$ cat src/rtl/serial_alu_if.sv
// Handshake bundle between operand stage, serial_alu and writeback.
// The overflow signal exists only when SERIAL_ALU_OVF_EN is defined.
interface serial_alu_if #(parameter int WIDTH = 32);
    logic             in_valid;
    logic             in_ready;
    logic [WIDTH-1:0] dataA;
    logic [WIDTH-1:0] dataB;
    logic [5:0]       Signal;
    logic             out_valid;
    logic             out_ready;
    logic [WIDTH-1:0] result;
    logic             zero;
`ifdef SERIAL_ALU_OVF_EN
    logic             overflow;

    modport master (output in_valid, dataA, dataB, Signal, out_ready,
                    input  in_ready, out_valid, result, zero, overflow);
    modport slave  (input  in_valid, dataA, dataB, Signal, out_ready,
                    output in_ready, out_valid, result, zero, overflow);
`else
    modport master (output in_valid, dataA, dataB, Signal, out_ready,
                    input  in_ready, out_valid, result, zero);
    modport slave  (input  in_valid, dataA, dataB, Signal, out_ready,
                    output in_ready, out_valid, result, zero);
`endif
endinterface

$ cat src/rtl/serial_alu.sv
// Digit-serial ALU: WIDTH/DIGIT cycles per op (WIDTH > DIGIT), LSB digit first.
// Optional signed-overflow output enabled by SERIAL_ALU_OVF_EN.
module serial_alu #(
    parameter int WIDTH = 32,
    parameter int DIGIT = 4
) (
    input  logic          clk,
    input  logic          rst,
    serial_alu_if.slave   bus
);
    localparam int N  = WIDTH / DIGIT;
    localparam int CW = (N > 1) ? $clog2(N) : 1;

    typedef enum logic [1:0] {IDLE, RUN, DONE} state_t;
    typedef enum logic [2:0] {OP_AND, OP_OR, OP_ADD, OP_SUB, OP_SLT} op_t;

    state_t           state, state_nx;
    op_t              op_q, op_dec;
    logic [WIDTH-1:0] a_q, b_q, res_q, final_res;
    logic [CW-1:0]    cnt;
    logic             carry, zero_q;
    logic             accept, last, in_ready, out_valid;
    logic             binv, ovf, less;
    logic [DIGIT-1:0] b_d, sum_d, dig_res;
    logic [DIGIT:0]   c;
`ifdef SERIAL_ALU_OVF_EN
    logic             ovf_q;
`endif

    always_comb begin
        case (bus.Signal)
            6'b100100: op_dec = OP_AND;
            6'b100101: op_dec = OP_OR;
            6'b100010: op_dec = OP_SUB;
            6'b101010: op_dec = OP_SLT;
            default:   op_dec = OP_ADD;
        endcase
    end

    assign binv = (op_q == OP_SUB) || (op_q == OP_SLT);
    assign last = (cnt == CW'(N - 1));

    // Operands shift right each cycle, so the active digit is always the low DIGIT bits.
    always_comb begin
        b_d  = b_q[DIGIT-1:0] ^ {DIGIT{binv}};
        c    = '0;
        c[0] = carry;
        for (int i = 0; i < DIGIT; i++) begin
            sum_d[i] = a_q[i] ^ b_d[i] ^ c[i];
            c[i+1]   = (a_q[i] & b_d[i]) | (c[i] & (a_q[i] ^ b_d[i]));
        end
        ovf  = (a_q[DIGIT-1] ~^ b_d[DIGIT-1]) & (sum_d[DIGIT-1] ^ a_q[DIGIT-1]);
        less = sum_d[DIGIT-1] ^ ovf;
        case (op_q)
            OP_AND:  dig_res = a_q[DIGIT-1:0] & b_q[DIGIT-1:0];
            OP_OR:   dig_res = a_q[DIGIT-1:0] | b_q[DIGIT-1:0];
            default: dig_res = sum_d;
        endcase
        final_res = {dig_res, res_q[WIDTH-1:DIGIT]};
        if (op_q == OP_SLT)
            final_res = {{(WIDTH-1){1'b0}}, less};
    end

    always_ff @(posedge clk or posedge rst) begin
        if (rst) state <= IDLE;
        else     state <= state_nx;
    end

    always_comb begin
        state_nx  = state;
        in_ready  = 1'b0;
        out_valid = 1'b0;
        accept    = 1'b0;
        case (state)
            IDLE: begin
                in_ready = 1'b1;
                if (bus.in_valid) begin
                    accept   = 1'b1;
                    state_nx = RUN;
                end
            end
            RUN:  if (last) state_nx = DONE;
            DONE: begin
                out_valid = 1'b1;
                if (bus.out_ready) state_nx = IDLE;
            end
            default: state_nx = IDLE;
        endcase
    end

    always_ff @(posedge clk or posedge rst) begin
        if (rst) begin
            a_q    <= '0;
            b_q    <= '0;
            res_q  <= '0;
            op_q   <= OP_ADD;
            cnt    <= '0;
            carry  <= 1'b0;
            zero_q <= 1'b0;
`ifdef SERIAL_ALU_OVF_EN
            ovf_q  <= 1'b0;
`endif
        end else if (accept) begin
            a_q   <= bus.dataA;
            b_q   <= bus.dataB;
            op_q  <= op_dec;
            cnt   <= '0;
            carry <= (op_dec == OP_SUB) || (op_dec == OP_SLT);
        end else if (state == RUN) begin
            a_q   <= a_q >> DIGIT;
            b_q   <= b_q >> DIGIT;
            carry <= c[DIGIT];
            res_q <= final_res;
            if (last) begin
                cnt    <= '0;
                zero_q <= (final_res == '0);
`ifdef SERIAL_ALU_OVF_EN
                ovf_q  <= ((op_q == OP_ADD) || (op_q == OP_SUB)) ? ovf : 1'b0;
`endif
            end else begin
                cnt <= cnt + 1'b1;
            end
        end
    end

    assign bus.in_ready  = in_ready;
    assign bus.out_valid = out_valid;
    assign bus.result    = res_q;
    assign bus.zero      = zero_q;
`ifdef SERIAL_ALU_OVF_EN
    assign bus.overflow  = ovf_q;
`endif
endmodule
$ cat src/flat_wrapper.sv
// flat-port wrapper written by rule: the top's interface ports become plain ports
module serial_alu_flat 
#(
    parameter int WIDTH = 32,
    parameter int DIGIT = 4
)
  (clk, rst, bus_in_valid, bus_dataA, bus_dataB, bus_Signal, bus_out_ready, bus_in_ready, bus_out_valid, bus_result, bus_zero);
  serial_alu_if #(.WIDTH(WIDTH)) bus_i ();
  input  logic clk;
  input  logic rst;
  input wire logic [$bits(bus_i.in_valid)-1:0] bus_in_valid;
  input wire logic [$bits(bus_i.dataA)-1:0] bus_dataA;
  input wire logic [$bits(bus_i.dataB)-1:0] bus_dataB;
  input wire logic [$bits(bus_i.Signal)-1:0] bus_Signal;
  input wire logic [$bits(bus_i.out_ready)-1:0] bus_out_ready;
  output wire logic [$bits(bus_i.in_ready)-1:0] bus_in_ready;
  output wire logic [$bits(bus_i.out_valid)-1:0] bus_out_valid;
  output wire logic [$bits(bus_i.result)-1:0] bus_result;
  output wire logic [$bits(bus_i.zero)-1:0] bus_zero;
  assign bus_i.in_valid = bus_in_valid;
  assign bus_i.dataA = bus_dataA;
  assign bus_i.dataB = bus_dataB;
  assign bus_i.Signal = bus_Signal;
  assign bus_i.out_ready = bus_out_ready;
  assign bus_in_ready = bus_i.in_ready;
  assign bus_out_valid = bus_i.out_valid;
  assign bus_result = bus_i.result;
  assign bus_zero = bus_i.zero;
  serial_alu #(.WIDTH(WIDTH), .DIGIT(DIGIT)) u_core (.clk(clk), .rst(rst), .bus(bus_i));
endmodule
$ cat config.mk
export PLATFORM = sky130hd
export DESIGN_NAME = serial_alu_flat
export DESIGN_NICKNAME = d
export VERILOG_FILES = /design/src/rtl/serial_alu_if.sv /design/src/rtl/serial_alu.sv /design/src/flat_wrapper.sv
export SDC_FILE = /design/constraint.sdc
export NUM_CORES = 1
export LEC_CHECK = 0
export BUFFER_PORTS_ARGS = -buffer_cell sky130_fd_sc_hd__buf_2
export CAP_MARGIN = 0
export CORE_UTILIZATION = 35
export DETAILED_ROUTE_END_ITERATION = 7
export GPL_ROUTABILITY_DRIVEN = 0
export PLACE_DENSITY = 0.59
export REMOVE_ABC_BUFFERS = 1
export SLEW_MARGIN = 15
export SYNTH_ARGS = -nofsm -noshare
export SYNTH_HDL_FRONTEND = slang
export SYNTH_SLANG_ARGS = --single-unit
$ cat constraint.sdc
create_clock -name clk -period 3.25 [get_ports clk]
set_input_delay 0.1625 -clock clk [delete_from_list [all_inputs] [get_ports clk]]
set_output_delay 0.1625 -clock clk [all_outputs]
set_load 0.01 [all_outputs]
==> impl_metrics.csv <==
group,metric,value,unit
outcome,outcome,"finished with violations",
outcome,failed_checks,"hold timing",
place,port_buffers,108,
synthesis,synth.cell_area,4750,sq um
route,vias_per_cell,5.02,
clocking,clockRootBuffer,"clkbuf_16",
flow_run,maxCapViolCount,0,
global_routing,grt_overflow_total,0,
final_layout,syn_to_final_growth,22.4,%
global_routing,grt_use_total,16.8,%
final_layout,fin_nets,687,
clocking,clkSinkCount,106,
timing,final_hold_viol_count,80,
synthesis,yosysWarnings,0,
timing,slew_headroom,29.8,%
route,vias,3947,
worst_hold_path,hp-class,"input pin to asynchronous set/reset pin",
worst_setup_path,cp.required,3.50,ns
worst_setup_path,crit_path_end_kind,"flop",
pwr,leakage,3.04,nW
pwr,power.density,975,nW/um^2
global_routing,grt_pass1_wl,18800,um
worst_setup_path,critPathKind,"flop to flop",
route,drc,0,
floorplanning,ios,109,
global_routing,first_global_vias,3836,
timing,min_period,3.11,ns
worst_setup_path,ff2ff_path_depth,14,
timing,fmax,322,MHz
timing,fin_crit_sh,95.7,%
clocking,post_cts_buffers,0,
clocking,clk_latency,0.34,ns
route,post_drt_wl_per_cell,14.4,um
route,dr.pass1.iters,4,
place,pre_cts_slack,-0.000244,ns
timing,holdWs,-0.0650,ns
final_layout,fin_cells,787,
clocking,clock_tree.buffer_depth,2,
timing,worst_pin_slew,1.05,ns
place,dpl_cell_area,5420,sq um
floorplanning,die_h,118,um
pwr,finalPower,5.67,mW
floorplanning,core,13200,sq um
synthesis,syn_inst,507,
route,ant_nets,0,
synthesis,yosysSeqAreaShare,55.9,%
worst_setup_path,critPathMaxFanout,2,
floorplanning,dieArea,14000,sq um
floorplanning,start_util,35.9,%
timing,setup_slack,0.141,ns
route,drtIter0Drc,294,
final_layout,stdcell_area,5810,sq um
synthesis,ys_types,36,
place,dp_cells,766,
worst_setup_path,cp.arrival,3.36,ns
floorplanning,fp-row-count,42,
global_routing,grt_max_degree,84,
place,dpl.hpwl,7530,um
clocking,cts_made_buffers,9,
global_routing,antenna_found_initial,0,
timing,slew_violations,0,
worst_setup_path,setup.worst_path.start_class,"flop",
clocking,cts-htree-levels,3,
pwr,ir_drop,0.443,mV
route,drt-total-wl,11300,um
clocking,clk_pin_slew,0.07,ns
floorplanning,chipWidth,118,um
final_layout,fin_util,43.9,%
timing,rsz0062_at_grt,"false",
final_layout,fillers,1304,
final_layout,post_route_cells_drive_above_1_share,24.5,%
final_layout,diodes,0,
timing,worst_clock_skew,0.00838,ns
clocking,cts_tree,"done",
timing,setup_violations,0,
synthesis,syn_avg_cell_area,9.37,sq um
synthesis,synth.ff_latch_count,106,
metal layers:
layer	track usage [%]	share of wire, %	vias to the layer above	wire [um]
li1	-	-	1910	-
met4	5.22	1.4	0	157
met5	0	0	-	0
met2	26.3	47	121	5330
met1	22.4	45	1901	5110
met3	5.02	6.4	15	726
state kept, by name, summed over array words and instances, names as in the netlist:
| name | cells |
|---|---|
| u_core.a_q | 32 |
| u_core.b_q | 32 |
| u_core.bus.result | 32 |
| u_core.bus.zero | 1 |
| u_core.carry | 1 |
| u_core.cnt | 3 |
| u_core.op_q | 3 |
| u_core.state | 2 |
critical path, cell delays in order, from the launching register on:
cell and delay [ns]:
dfrtp_1 0.38, or3b_4 0.41, o21ai_4 0.09, xor2_2 0.18, fa_2 0.20, inv_1 0.05
fa_2 0.35, inv_2 0.08, fa_2 0.20, inv_2 0.05, fa_1 0.50, nor2_1 0.05
a21oi_2 0.13, nand3_1 0.08, o31ai_1 0.24
metrics by stage:
step | setup TNS, ns | hold WS, ns
floorplan | -158.42 | 0.259
global placement | 0 | 0.352
detailed placement | -0.000244 | 0.356
CTS | 0 | 0.00125
global route | 0 | 0.0206
finish | 0 | -0.0650
cells in the mapped netlist, drive strengths merged:
| cell type | count | area (sq um) |
|---|---|---|
| xor2 | 3 | 26.3 |
| buf | 20 | 130 |
| maj3 | 4 | 40.0 |
| ha | 2 | 25.0 |
| nor2b | 2 | 12.5 |
| o221ai | 1 | 8.76 |
| nand3b | 2 | 15.0 |
| a22oi | 56 | 420 |
| nand4 | 2 | 12.5 |
| and2 | 1 | 6.26 |
| nor4 | 5 | 31.3 |
| nor3b | 1 | 7.51 |
| nand2 | 197 | 739 |
| a21o | 1 | 7.51 |
| inv | 8 | 30.0 |
| or3b | 1 | 11.3 |
| mux2i | 2 | 20.0 |
| o41ai | 2 | 17.5 |
| a221o | 2 | 20.0 |
| o21ai | 13 | 72.6 |
| dfrtp | 105 | 2630 |
| a21oi | 4 | 20.0 |
| fa | 5 | 100 |
| o31ai | 2 | 15.0 |
| xnor2 | 1 | 8.76 |
| nor2 | 6 | 22.5 |
| dfstp | 1 | 26.3 |
| nand3 | 37 | 185 |
| nand2b | 3 | 18.8 |
| clkbuf | 15 | 56.3 |
| nor3 | 3 | 15.0 |
cell families (layout without fill, tap and decap cells):
family	count (synthesis)	after routing	share of synthesized area [%]
DFF	106	106	55.9
buffers and inverters	43	147	4.56
and+or+nand+nor	260	260	22.7
adders and majority gates	11	11	3.48
muxes	2	2	0.422
xor gates and xnor gates	4	4	0.738
AOI/OAI and AO/OA	81	81	12.2
layout by cell type (no fill, tap or decap), types with 2 or more instances in the layout:
| master | n |
|---|---|
| xor2_1 | 2 |
| nand2b_1 | 2 |
| inv_2 | 2 |
| o21ai_0 | 10 |
| fa_2 | 3 |
| nand2_1 | 197 |
| buf_2 | 108 |
| a21oi_1 | 3 |
| dfrtp_1 | 105 |
| mux2i_1 | 2 |
| clkbuf_8 | 2 |
| inv_1 | 5 |
| nand3_1 | 37 |
| nor4_1 | 5 |
| ha_1 | 2 |
| nand3b_1 | 2 |
| maj3_1 | 4 |
| nor3_1 | 3 |
| nand4_1 | 2 |
| a221o_1 | 2 |
| o41ai_1 | 2 |
| dlygate4sd3_1 | 5 |
| o31ai_1 | 2 |
| fa_1 | 2 |
| clkinv_4 | 2 |
| clkbuf_16 | 9 |
| buf_4 | 10 |
| inv_6 | 2 |
| nor2_1 | 5 |
| a22oi_1 | 56 |
report_power, final:
part / switching (mW) / internal [mW] / total (mW)
Combinational: 1.35 / 0.854 / 2.21
Sequential: 0.426 / 1.91 / 2.33
Clock: 0.483 / 0.644 / 1.13
Total: 2.26 / 3.41 / 5.67
worst paths after layout:
path                                                   from                                 to  slack, ns
max                              u_core.op_q[0]$_DFFE_PP0P_        u_core.bus.zero$_DFFE_PP0P_       0.14
min                                                     rst  u_core.bus.result[19]$_DFFE_PP0P_      -0.06
max reg2reg                      u_core.op_q[0]$_DFFE_PP0P_        u_core.bus.zero$_DFFE_PP0P_       0.14
min reg2reg                u_core.bus.result[1]$_DFFE_PP0P_   u_core.bus.result[1]$_DFFE_PP0P_       0.47
max in group asynchronous                               rst          u_core.a_q[4]$_DFFE_PP0P_       2.59
min in group clk                              bus_out_ready        u_core.state[1]$_DFFE_PP0P_       0.01
area by class of cell:
| class | instances | area [sq um] | share of cell area (%) |
|---|---|---|---|
| sequential | 106 | 2650 | 45.7 |
| multi-input combinational | 358 | 1920 | 33.1 |
| timing repair buffer | 123 | 666 | 11.5 |
| clock buffer | 11 | 253 | 4.35 |
| tap | 176 | 220 | 3.79 |
| clock inverter | 5 | 61.3 | 1.05 |
| inverter | 8 | 35.0 | 0.603 |
timing repair:
item                                    4_1_cts  5_1_grt
endpoints found under the setup margin        1        1
hold buffers                                  5        0
pin swaps                                     2        3
hold endpoints to repair                      5        0
resized for setup                             1        7
No activity file was read; power rests on OpenSTA's default activity.
